**config.mk**
```make
export PLATFORM = sky130hd
export DESIGN_NAME = regs_wb_arbiter
export DESIGN_NICKNAME = d
export VERILOG_FILES = /design/src/rtl/regs_wb_arbiter.sv
export SDC_FILE = /design/constraint.sdc
export NUM_CORES = 1
export LEC_CHECK = 0
export ABC_AREA = 1
export CORE_ASPECT_RATIO = 0.75
export CORE_MARGIN = 1
export CORE_UTILIZATION = 41
export DETAILED_ROUTE_END_ITERATION = 7
export PLACE_DENSITY = 0.87
export SLEW_MARGIN = 40
export SYNTH_ARGS = -nofsm -noshare
export SYNTH_HDL_FRONTEND = slang
export SYNTH_SLANG_ARGS = --single-unit
```
**constraint.sdc**
```tcl
create_clock -name clk -period 2.3 [get_ports clk]
set_input_delay 0.345 -clock clk [delete_from_list [all_inputs] [get_ports clk]]
set_output_delay 0.345 -clock clk [all_outputs]
set_load 0.01 [all_outputs]
```
**src/rtl/regs_wb_arbiter.sv**
```systemverilog
// Two-requester (EX, LSU) register-file writeback arbiter with starvation
// protection for the LSU and a single registered write port.
module regs_wb_arbiter #(
    parameter int unsigned STARVE_LIMIT = 3
) (
    input  logic        clk,
    input  logic        rst,
    input  logic        ex_valid_i,
    input  logic [4:0]  ex_waddr_i,
    input  logic [63:0] ex_wdata_i,
    output logic        ex_ready_o,
    input  logic        lsu_valid_i,
    input  logic [4:0]  lsu_waddr_i,
    input  logic [63:0] lsu_wdata_i,
    output logic        lsu_ready_o,
    output logic        reg_wen_o,
    output logic [4:0]  reg_waddr_o,
    output logic [63:0] reg_wdata_o,
    output logic        starve_o
);

    typedef enum logic {
        PRI_EX,
        PRI_LSU
    } state_e;

    localparam logic [3:0] LIMIT = 4'(STARVE_LIMIT);

    state_e      state_q, state_d;
    logic [3:0]  cnt_q, cnt_d;
    logic        reg_wen_q, reg_wen_d;
    logic [4:0]  reg_waddr_q, reg_waddr_d;
    logic [63:0] reg_wdata_q, reg_wdata_d;

    logic        ex_grant;
    logic        lsu_grant;
    logic        xfer;
    logic [4:0]  sel_waddr;
    logic [63:0] sel_wdata;

    // A lone requester always wins; state only breaks ties. Reset blocks grants.
    always_comb begin
        ex_grant  = rst && ex_valid_i  && (!lsu_valid_i || (state_q == PRI_EX));
        lsu_grant = rst && lsu_valid_i && (!ex_valid_i  || (state_q == PRI_LSU));
        xfer      = ex_grant || lsu_grant;
        sel_waddr = lsu_grant ? lsu_waddr_i : ex_waddr_i;
        sel_wdata = lsu_grant ? lsu_wdata_i : ex_wdata_i;
    end

    always_comb begin
        cnt_d = '0;
        if (lsu_valid_i && !lsu_grant) begin
            cnt_d = (cnt_q == 4'hF) ? cnt_q : 4'(cnt_q + 4'd1);
        end

        state_d = state_q;
        case (state_q)
            PRI_EX:  if (cnt_d >= LIMIT) state_d = PRI_LSU;
            PRI_LSU: if (lsu_grant)      state_d = PRI_EX;
            default: state_d = PRI_EX;
        endcase
    end

    // x0 writes still handshake but never raise the write enable.
    always_comb begin
        reg_wen_d   = xfer && (sel_waddr != 5'd0);
        reg_waddr_d = xfer ? sel_waddr : reg_waddr_q;
        reg_wdata_d = xfer ? sel_wdata : reg_wdata_q;
    end

    always_ff @(posedge clk) begin
        if (!rst) begin
            state_q     <= PRI_EX;
            cnt_q       <= '0;
            reg_wen_q   <= 1'b0;
            reg_waddr_q <= '0;
            reg_wdata_q <= '0;
        end else begin
            state_q     <= state_d;
            cnt_q       <= cnt_d;
            reg_wen_q   <= reg_wen_d;
            reg_waddr_q <= reg_waddr_d;
            reg_wdata_q <= reg_wdata_d;
        end
    end

    assign ex_ready_o  = ex_grant;
    assign lsu_ready_o = lsu_grant;
    assign reg_wen_o   = reg_wen_q;
    assign reg_waddr_o = reg_waddr_q;
    assign reg_wdata_o = reg_wdata_q;
    assign starve_o    = (state_q == PRI_LSU);

endmodule

```
# After elaboration in Yosys (flattened, before gate mapping)
# Cells that the tools add are included.
# totals
ff_bits,75
out_inout_bits,73
wordCells,29
# classes
addsub,1
n_lt_le_gt_ge,1
eq_ne,1
mux,7
bitwise,1
reduce_logical,13
# ops
op,count
$mux W64,1
$mux W4,2
$logic_and A1 B1 Y1,6
$mux W5,1
$reduce_bool A5 Y1,1
$add A4 B1 Y4 const B,1
$eq A4 B4 Y1 const B,1
$ge A4 B2 Y1 const B,1
$logic_not A1 Y1,3
$logic_or A1 B1 Y1,3
$mux W1,2
$pmux W1 S2,1
$not A1 Y1,1

# Depth between registers and ports, before layout
# logic_depth
ltp_word,9
depth_mapped,11

# Least setup slack after synthesis
# Ideal clock, no wire load.
# synth_timing
path_type,input port to flip-flop
from,input port rst
to,register reg_wdata_q[24] (netlist: reg_wdata_o[24])
setup_time_ns,0.116
arrival_time_ns,1.214
required_time_ns,2.184
slack_ns,0.969
cell_stages,8
n_path_buf,3
cell_sequence,buf_4 -> nand2_2 -> inv_2 -> nand2_2 -> nand2_2 -> buf_4 -> buf_6 -> o211a_1
# synth_between
elab_chain_cells,3
# synth_lines
item,line_no,source
start: declaration,7,"input logic rst,"
$logic_and A1 B1 Y1 (on tied branches) (2 in a row),"44, 43",
$mux W64 / $logic_or A1 B1 Y1 (equally long branches),"47, 45",
end signal: assignment,83,reg_wdata_q <= reg_wdata_d;
end: declaration,33,"logic [63:0] reg_wdata_q, reg_wdata_d;"
# Parallel ways exist; a longest one is shown, timed or not.
# A chain may end at the register's enable or synchronous reset.

# Final worst setup path
# layout_timing
from,input port ex_valid_i
to,output port ex_ready_o
# layout_between
elab_chain_cells,2
# layout_lines
item,line_no,source
start: declaration,8,"input logic ex_valid_i,"
$logic_and A1 B1 Y1 (2 in a row),43,ex_grant = rst && ex_valid_i && (!lsu_valid_i || (state_q == PRI_EX));
end: declaration,11,"output logic ex_ready_o,"
# Every way passes these cells.

==> results.md <==
* Status: complete, no violations
* Drt first pass iters at 4
* Post-synth top area cell: dfxtp_1
* CTS root buffer: clkbuf_16
* Final Hold Fails at 0
* I/O pin count at 215
* Synth top area cells: dfxtp_1 (42%), o211a_1 (18%), nand2_1 (15%), nand3_1 (10%), buf_6 (3.8%)
* Wire per inst at 14.3 um
* Post_cts resized at 0
* Initial DRC Count at 146
* Core Region at 0.00849 mm2
* Reg area at 0.00150 mm2
* Post-synthesis sequential area ratio at 41.8%
* Vias in the first global route at 3,678
* Post-CTS Repair Setup Buffers at 0
* Final ANT Viol Nets at 0
* HP Start: rst
* Clock Path Buffers at 2
* RSZ-0062 raised after global routing: no
* Hold_ws at 0.352 ns
* Layout cell share with drive strength beyond 1 at 4.93%
* Crit share post-route at 90.9%
* Multi-input logic area at 0.00175 mm2
* Total Nets Final at 789
* Power Dens Cells at 663 mW/mm2
* Via Count at 3,834
* Clock-pin slew on the worst setup and hold paths at 0.05 ns
* Endpoints failing setup at 0
* Crit. End Element: primary output
* Worst vdd ir at 0.409 mV
* Die Area at 0.00915 mm2
* WL final at 10.8 mm
* CTS tree: built
* Placed Area at 0.00569 mm2
* Slew headroom at 54.9%
* Buffers and inverters on the worst path at 3
* Worst path slowest cell: clkdlybuf4s50_1
* Share of the synthesized area in the top cell type at 41.8%
* Finished Cell Area at 0.00605 mm2
* Clk sinks at 75
* Slew @ Worst Pin at 0.676 ns
* Via density per instance at 5.06
* Syn avg cell area at 8.02 um2
* Final design utilization at 71.2%
* Fillers at 675
* Hold depth at 2
* Row count at 29
* Initial antenna violation count at 0
* Die H at 83.1 um
* Area growth, synth to finish at 68.3%
* Hpwl dp at 8.18 mm
* Worst reg-to-reg path cell count at 8
* CP max stage delay at 0.58 ns
* GR Overflow Total at 0
* Antenna diodes at 0
* Syn nets at 591
* Flops & latches, synth at 75
* Synth cell types at 20
* Starting Density at 42.3%
* Worst Setup Start Kind: input port
* Leak at 2.91 nW
* First-pass GRT wire length at 16.7 mm
* CP required at 1.96 ns
* Setup TNS at 0 ns
* Critical path class: in2out
* Worst Hold End: reg_wdata_o[35]
* FF-to-FF Start: starve_o
* # port buffers at 214
* Ys Warns at 0
* GP Congestion at 0.771
* Reg-to-reg endpoint: reg_wdata_o[15]
* Most used cell, CP: clkdlybuf4s50_1
* Synth Instances at 448
* Crit path arrival time at 1.75 ns
* Reg-to-reg slack, setup at 0.71 ns
* CP max FO at 4
* CTS buffer count at 9
* Tot GR Track Use at 23.3%
* Die Span X at 110 um
* Clk_lat worst skew at 0.32 ns
* Fin. max-slew vios at 0
* Clk_skew at 0.00439 ns
* Highest clock rate at 478 MHz
* Min Tclk post-route at 2.09 ns
* Post-CTS Hold Buffers at 0
* Syn Std Cell Area at 0.00359 mm2
* Largest net degree at the start of global routing at 69
* CTS H-tree lvls at 3
* Hold WC Path Type: in2reg
* Crit-path cells: clkdlybuf4s50_1 > nand3_1 > inv_1 > clkdlybuf4s50_1
* Max-cap violations at 0
* Top delay family on crit path: buffers and inverters
* DRC at 0
## per-stage QoR
stage	setup slack (ns)	total power, W	cells
CTS	0.201	0.00405	757
finish	0.208	0.00401	757
detailed placement	0.200	0.00238	743
global placement	0.242	0.00236	743
global route	0.146	0.00419	757
floorplan	0.969	0.00187	448
## cell usage in the layout, fill, tap and decap left out, types with 2 or more instances in the layout
cell type and n:
nand4_1 3, nand3_1 73, a21oi_1 5, nor2_1 8
buf_4 9, clkbuf_16 9, nand2_2 2, clkdlybuf4s50_1 213
buf_12 2, dfxtp_1 75, o21ai_1 6, inv_1 17
o211a_1 64, o21ai_0 3, bufinv_16 4, nand2_1 148
## cell type report
cell class,instances,area share (%)
Multi-Input combinational cell,317,28.9
Sequential cell,75,24.8
Inverter,18,1.12
Timing Repair Buffer,225,37.1
Clock buffer,9,3.72
Clock inverter,5,2.11
Tap cell,108,2.23
## sequential cells by signal, indices dropped and copies added (netlist names)
name         flops
reg_waddr_o      5
cnt_q            4
reg_wen_o        1
reg_wdata_o     64
starve_o         1
## cell usage after synthesis (all sizes together)
library cell,instances
dfxtp,75
or2,1
clkbuf,7
nand2,151
nand3,73
buf,31
nand4,3
and2,1
a21oi,6
o21ai,9
nor2,8
o211a,64
ha,1
inv,18
## logic make-up after synthesis
| group | count (synthesis) | synth area share (%) |
|---|---|---|
| AND/OR/NAND/NOR | 237 | 27.9 |
| adder cells (fa/ha/maj) | 1 | 0.348 |
| buffers and inverters | 56 | 9.99 |
| AO/OA/AOI/OAI | 79 | 20.0 |
| flip-flops | 75 | 41.8 |
## where the power goes
part	switching (W)	internal [W]
logic	0.000347	0.000534
clock network	0.000500	0.00116
registers	0.0000593	0.00141
total	0.000906	0.00310
## worst max-delay path by stage
stage,depth (start not counted),start,endpoint
4_1_cts,4,ex_valid_i,ex_ready_o
3_5_place_dp,4,ex_valid_i,ex_ready_o
5_1_grt,4,ex_valid_i,ex_ready_o
3_3_place_gp,4,ex_valid_i,ex_ready_o
2_1_floorplan,8,rst,reg_wdata_o[24]
6_report,4,ex_valid_i,ex_ready_o
## per-layer routing
metal	wire, um	vias to the layer above	global-route usage (%)
met5	0	-	0
met2	5100	149	40.7
met1	4360	1752	25.6
met3	1120	18	9.34
li1	-	1915	-
met4	221	0	7.42
Note: power is estimated with default switching activity, not from simulation.
